<file path="config.mk">
export PLATFORM = sky130hd
export DESIGN_NAME = z_seq_ctrl
export DESIGN_NICKNAME = d
export VERILOG_FILES = /design/src/rtl/cpu_pkg.sv /design/src/rtl/z_lat_counter.sv /design/src/rtl/z_seq_ctrl.sv
export SDC_FILE = /design/constraint.sdc
export NUM_CORES = 1
export LEC_CHECK = 0
export CAP_MARGIN = 5
export CORE_MARGIN = 2
export CORE_UTILIZATION = 49
export DETAILED_ROUTE_END_ITERATION = 10
export PLACE_DENSITY = 0.77
export SKIP_LAST_GASP = 1
export SLEW_MARGIN = 10
export SYNTH_ARGS = -nofsm -noshare
export SYNTH_HDL_FRONTEND = slang
export SYNTH_SLANG_ARGS = --single-unit
</file>
<file path="constraint.sdc">
create_clock -name clk -period 1.73 [get_ports clk]
set_input_delay 0.346 -clock clk [delete_from_list [all_inputs] [get_ports clk]]
set_output_delay 0.346 -clock clk [all_outputs]
set_load 0.01 [all_outputs]
</file>
<file path="src/rtl/cpu_pkg.sv">
// Shared definitions for the Z-register sequencer, the control unit and the bench:
// ALU op encodings, sequencer state encoding and small op-classification helpers.
package cpu_pkg;

  localparam logic [1:0] OP_ALU = 2'b00;
  localparam logic [1:0] OP_MUL = 2'b01;
  localparam logic [1:0] OP_DIV = 2'b10;
  localparam logic [1:0] OP_ILL = 2'b11;

  typedef enum logic [2:0] {
    ST_IDLE    = 3'd0,
    ST_EXEC    = 3'd1,
    ST_LATCH   = 3'd2,
    ST_XFER_LO = 3'd3,
    ST_XFER_HI = 3'd4,
    ST_DONE    = 3'd5
  } z_state_e;

  // Mul and div produce a 64-bit result that needs both LO and HI transfers.
  function automatic logic is_wide_op(input logic [1:0] op_v);
    is_wide_op = (op_v == OP_MUL) || (op_v == OP_DIV);
  endfunction

endpackage

</file>
<file path="src/rtl/z_lat_counter.sv">
// Latency down-counter for the EXEC phase: loads N-1 on launch, decrements
// while enabled and saturates at zero so it can never wrap.
module z_lat_counter #(
  parameter int W = 6
) (
  input  logic         clk,
  input  logic         clr,
  input  logic         load,
  input  logic [W-1:0] load_val,
  input  logic         dec,
  output logic [W-1:0] count,
  output logic         zero
);

  // Counter register: reset wins, then load, then saturating decrement.
  always_ff @(posedge clk) begin
    if (clr) begin
      count <= {W{1'b0}};
    end else if (load) begin
      count <= load_val;
    end else if (dec && (count != {W{1'b0}})) begin
      count <= count - {{(W-1){1'b0}}, 1'b1};
    end else begin
      count <= count;
    end
  end

  assign zero = (count == {W{1'b0}});

endmodule

</file>
<file path="src/rtl/z_seq_ctrl.sv">
// Z-register / bus sequencer: launches an ALU op, waits its latency, latches
// the result into Z and moves it onto the bus (RZ or LO, then HI for mul/div)
// under a request/grant handshake. Outputs are decoded from registered state,
// counter, latched op and the current grant so a grant is used in-cycle.
module z_seq_ctrl
  import cpu_pkg::*;
#(
  parameter int MUL_LAT = 1,
  parameter int DIV_LAT = 32
) (
  input  logic       clk,
  input  logic       clr,
  input  logic       start,
  input  logic [1:0] op,
  input  logic       bus_gnt,
  output logic       busy,
  output logic       done,
  output logic       err,
  output logic       alu_go,
  output logic       bus_req,
  output logic       ZInput,
  output logic       ZLowOut,
  output logic       ZHighOut,
  output logic       LOin,
  output logic       HIin,
  output logic       RZin
);

  localparam int MAX_LAT = (MUL_LAT > DIV_LAT) ? MUL_LAT : DIV_LAT;
  localparam int CW      = (MAX_LAT < 1) ? 1 : $clog2(MAX_LAT + 1);

  localparam logic [CW-1:0] MUL_LOAD = CW'(MUL_LAT - 1);
  localparam logic [CW-1:0] DIV_LOAD = CW'(DIV_LAT - 1);

  // Counter preload for a given op; single-word and illegal ops use zero.
  function automatic logic [CW-1:0] lat_load(input logic [1:0] op_v);
    case (op_v)
      OP_MUL:  lat_load = MUL_LOAD;
      OP_DIV:  lat_load = DIV_LOAD;
      default: lat_load = {CW{1'b0}};
    endcase
  endfunction

  z_state_e      state_r;
  logic [1:0]    op_r;
  logic [CW-1:0] cnt_s;
  logic          cnt_zero_s;
  logic          cnt_load_s;
  logic          cnt_dec_s;

  // Launch loads the counter at the accepting edge so the first EXEC cycle
  // already reads N-1; the counter only moves while in EXEC.
  assign cnt_load_s = (state_r == ST_IDLE) && start;
  assign cnt_dec_s  = (state_r == ST_EXEC);

  z_lat_counter #(
    .W (CW)
  ) u_lat_counter (
    .clk      (clk),
    .clr      (clr),
    .load     (cnt_load_s),
    .load_val (lat_load(op)),
    .dec      (cnt_dec_s),
    .count    (cnt_s),
    .zero     (cnt_zero_s)
  );

  // Sequencer FSM: state and latched op, synchronous clear to IDLE / OP_ALU.
  always_ff @(posedge clk) begin
    if (clr) begin
      state_r <= ST_IDLE;
      op_r    <= OP_ALU;
    end else begin
      case (state_r)
        ST_IDLE: begin
          if (start) begin
            op_r    <= op;
            state_r <= (op == OP_ILL) ? ST_DONE : ST_EXEC;
          end else begin
            state_r <= ST_IDLE;
          end
        end
        ST_EXEC: begin
          state_r <= cnt_zero_s ? ST_LATCH : ST_EXEC;
        end
        ST_LATCH: begin
          state_r <= ST_XFER_LO;
        end
        ST_XFER_LO: begin
          if (bus_gnt) begin
            state_r <= is_wide_op(op_r) ? ST_XFER_HI : ST_DONE;
          end else begin
            state_r <= ST_XFER_LO;
          end
        end
        ST_XFER_HI: begin
          state_r <= bus_gnt ? ST_DONE : ST_XFER_HI;
        end
        ST_DONE: begin
          state_r <= ST_IDLE;
        end
        default: begin
          state_r <= ST_IDLE;
        end
      endcase
    end
  end

  // Output decode: one Z source and one destination enable at most per cycle;
  // transfer strobes fire only in a granted transfer cycle.
  always_comb begin
    busy     = 1'b0;
    done     = 1'b0;
    err      = 1'b0;
    alu_go   = 1'b0;
    bus_req  = 1'b0;
    ZInput   = 1'b0;
    ZLowOut  = 1'b0;
    ZHighOut = 1'b0;
    LOin     = 1'b0;
    HIin     = 1'b0;
    RZin     = 1'b0;
    case (state_r)
      ST_IDLE: begin
        busy = 1'b0;
      end
      ST_EXEC: begin
        busy   = 1'b1;
        // Counter still holds its preload only in the first EXEC cycle.
        alu_go = (cnt_s == lat_load(op_r));
      end
      ST_LATCH: begin
        busy   = 1'b1;
        ZInput = 1'b1;
      end
      ST_XFER_LO: begin
        busy    = 1'b1;
        bus_req = 1'b1;
        if (bus_gnt) begin
          ZLowOut = 1'b1;
          LOin    = is_wide_op(op_r);
          RZin    = ~is_wide_op(op_r);
        end else begin
          ZLowOut = 1'b0;
        end
      end
      ST_XFER_HI: begin
        busy    = 1'b1;
        bus_req = 1'b1;
        if (bus_gnt) begin
          ZHighOut = 1'b1;
          HIin     = 1'b1;
        end else begin
          ZHighOut = 1'b0;
        end
      end
      ST_DONE: begin
        busy = 1'b1;
        done = 1'b1;
        err  = (op_r == OP_ILL);
      end
      default: begin
        busy = 1'b0;
      end
    endcase
  end

endmodule
</file>
==> results.yml <==
routing:
  drt_iter0_drc: 25
  routed_wl_um: 2460
  wl_per_cell_um: 16.6
  vias: 922
  drcViolationCount: 0
  vias_per_cell: 6.23
  ant_nets: 0
  drt_first_pass_iters: 4
sta:
  worst_pin_slew_ns: 0.317
  setup_slack_ns: 0.000658
  drv_slew: 0
  setup_viol: 0
  finalCriticalPeriod_ns: 1.73
  relSlewSlack_pct: 78.8
  clock_skew_ns: 0.0103
  max_clock_freq_mhz: 578
  finalCritPeriodShare_pct: 100
  rsz0062_at_grt: "yes"
  hold_viol_final: 0
synth:
  synth-seq-cells: 11
  syn_avg_cell_area_um2: 8.44
  yosysTopAreaCell: "dfxtp_1"
  ys_seq_area_share_pct: 28.1
  yosysWarnings: 0
  ys_types: 42
  synth_area_um2: 785
  synth_nets: 103
  synth_top_area_share_pct: 28.1
  syn_inst: 93
  synth_area_leaders: "dfxtp_1 28%, ha_1 6.4%, a21oi_1 3.8%"
floorplan:
  dieArea_um2: 1940
  start_util_pct: 52.1
  core_um2: 1510
  die_w_um: 44.0
  ios: 17
  die_h_um: 44.0
  rows: 14
critical_path:
  cp.required_ns: 1.38
  crit_path_end_kind: "primary output"
  r2r-start: "u_lat_counter.count[1]"
  crit_family: "simple AND/OR/NAND/NOR gates"
  path_cells: "or3b_4 > a211oi_2 > buf_2"
  critPathLaunchType: "flip-flop"
  critPathKind: "flip-flop to primary output"
  ff2ff_setup_slack_ns: 0.06
  timing.critical_path.buf_inv: 1
  slowest_delay_ns: 0.39
  reg2reg_to: "u_lat_counter.count[4]"
  cp.depth: 3
  critPathMaxFanout: 2
  worstSetupEndpoint: "alu_go"
  crit_start: "state_r[0]"
  crit_arrival_ns: 1.38
  cp_slowest_cell: "or3b_4"
  rr_worst_depth: 6
global_route:
  grt_usage_pct: 25.5
  grt_pass1_wl_um: 3640
  first_global_vias: 871
  antenna_found_initial: 0
  grt_max_degree: 17
  overflow: 0
clocking:
  cts_buffers: 3
  clockRootBuffer: "clkbuf_4"
  cts_sinks: 11
  cts_tree: "yes"
  clock_latency_ns: 0.30
  cts_buffer_depth: 2
  htree_num_levels: 1
  clk_pin_slew_ns: 0.09
layout:
  area_delta_synth_final_pct: 51.0
  fin_nets: 143
  drive_above_1_share_pct: 40.2
  num_antenna_cells: 0
  layout.cells.non_filler: 148
  design_area_um2: 1180
power_and_ir_drop:
  power_density_nw_per_um2: 1390
  max-vdd-ir-drop_v: 0.000723
  power.leakage_uw: 0.000544
hold_path:
  hp-class: "flip-flop to flip-flop"
  min_from: "op_r[0]"
placed_design:
  dp.cells: 140
  place_congestion: 0.802
  dp_slack_ns: -0.401
  portBuffers: 16
  hpwl_um: 1660
  dpl-instance-area_um2: 1090
flow_run:
  maxCapViolations: 0
status:
  status: "complete, no violations"
[sequential cells by signal, indices dropped and copies added, names as in the netlist]
register,flops
state_r,3
op_r,2
u_lat_counter.count,6
[what timing repair did]
item	in CTS	in global routing
endpoints found under the hold margin	0	0
pin swaps	1	4
setup endpoints to repair	11	9
buffers inserted	4	0
resized for setup	29	28
cloned	0	0
hold buffers	0	0
[layout by cell type (no fill, tap or decap), drive strengths merged, types with 2 or more instances in the layout]
cell type	instances
buf	30
dfxtp	11
nand2	7
nor2	6
a21oi	6
inv	5
nor3	5
clkbuf	5
clkdlybuf4s50	4
a211oi	4
ha	4
and3	3
a31oi	3
dlygate4sd2	3
nor2b	3
nor3b	3
and2	2
o211ai	2
nand2b	2
clkdlybuf4s15	2
o21ai	2
or4b	2
[how the worst min path moves through the flow]
stage | end | slack, ns | depth (start not counted)
after floorplan | op_r[0] | 0.45 | 2
after global placement | op_r[0] | 0.57 | 3
after detailed placement | op_r[0] | 0.58 | 3
after CTS | op_r[0] | 0.59 | 3
after global routing | op_r[0] | 0.61 | 3
final | op_r[0] | 0.59 | 3
[synthesized netlist by cell type]
cell type,count
a2111o_1,1
a211o_1,1
a211oi_1,4
a21o_1,1
a21oi_1,6
a311oi_2,1
a31oi_1,3
a32oi_1,1
and2_1,2
and3_1,3
and4_1,1
and4b_1,1
buf_1,1
buf_2,2
buf_4,1
buf_6,1
clkbuf_1,1
dfxtp_1,11
ha_1,4
inv_1,5
mux2_1,1
nand2_1,7
nand2b_1,2
nand3_1,1
nand3b_1,1
nand4_1,1
nand4bb_1,1
nor2_1,6
nor2b_1,3
nor3_1,5
nor3b_1,2
nor3b_2,1
nor4b_4,1
o211a_1,1
o211ai_1,2
o21ai_0,1
o21ai_1,1
o31ai_1,1
or3_1,1
or3b_1,1
or4b_1,1
or4b_4,1
[area by class of cell]
cell class | count | area (µm²)
clock buffers | 3 | 22.5
clock inverters | 1 | 5.00
fillers | 103 | 322
inverters | 5 | 18.8
multi-input cells | 71 | 564
flip-flops and latches | 11 | 226
well taps | 16 | 20.0
repair buffers | 41 | 328
[through the flow]
stage	power (µW)	hold slack, ns	utilization [%]	TNS, ns
after floorplan	888	0.454	-	0
after global placement	1270	0.567	72.1	-1.58
after detailed placement	1310	0.578	72.1	-1.75
after CTS	1530	0.591	75.9	-0.215
after global routing	1750	0.611	78.7	-0.169
final	1650	0.593	78.7	0
[power breakdown]
part           switching, µW  internal (µW)
sequential              63.0            329
combinational            529            528
clock                    111           86.4
total                    702            944
[metal layers]
metal | track usage, % | routed length [µm] | share of wire (%) | vias up
li1 | - | - | - | 427
met5 | 0 | 0 | 0 | -
met4 | 9.09 | 138 | 5.6 | 0
met1 | 27.5 | 936 | 38 | 431
met3 | 6.53 | 150 | 6.1 | 19
met2 | 47.4 | 1240 | 50 | 45
[kinds of logic after synthesis]
| family | Yosys count | share of synthesized area, % |
|---|---|---|
| muxes | 1 | 1.44 |
| and+or+nand+nor | 42 | 35.1 |
| buffers and inverters | 11 | 7.02 |
| DFF | 11 | 28.1 |
| AOI/OAI and AO/OA | 24 | 22.0 |
| adders and majority gates | 4 | 6.38 |
[worst register-to-register path, stage by stage, from the launching register on]
cell	delay (ns)
dfxtp_1	0.35
buf_4	0.12
inv_1	0.07
ha_1	0.22
nor2b_1	0.16
or4b_1	0.50
a31oi_1	0.18
(Power assumes the default switching activity.)
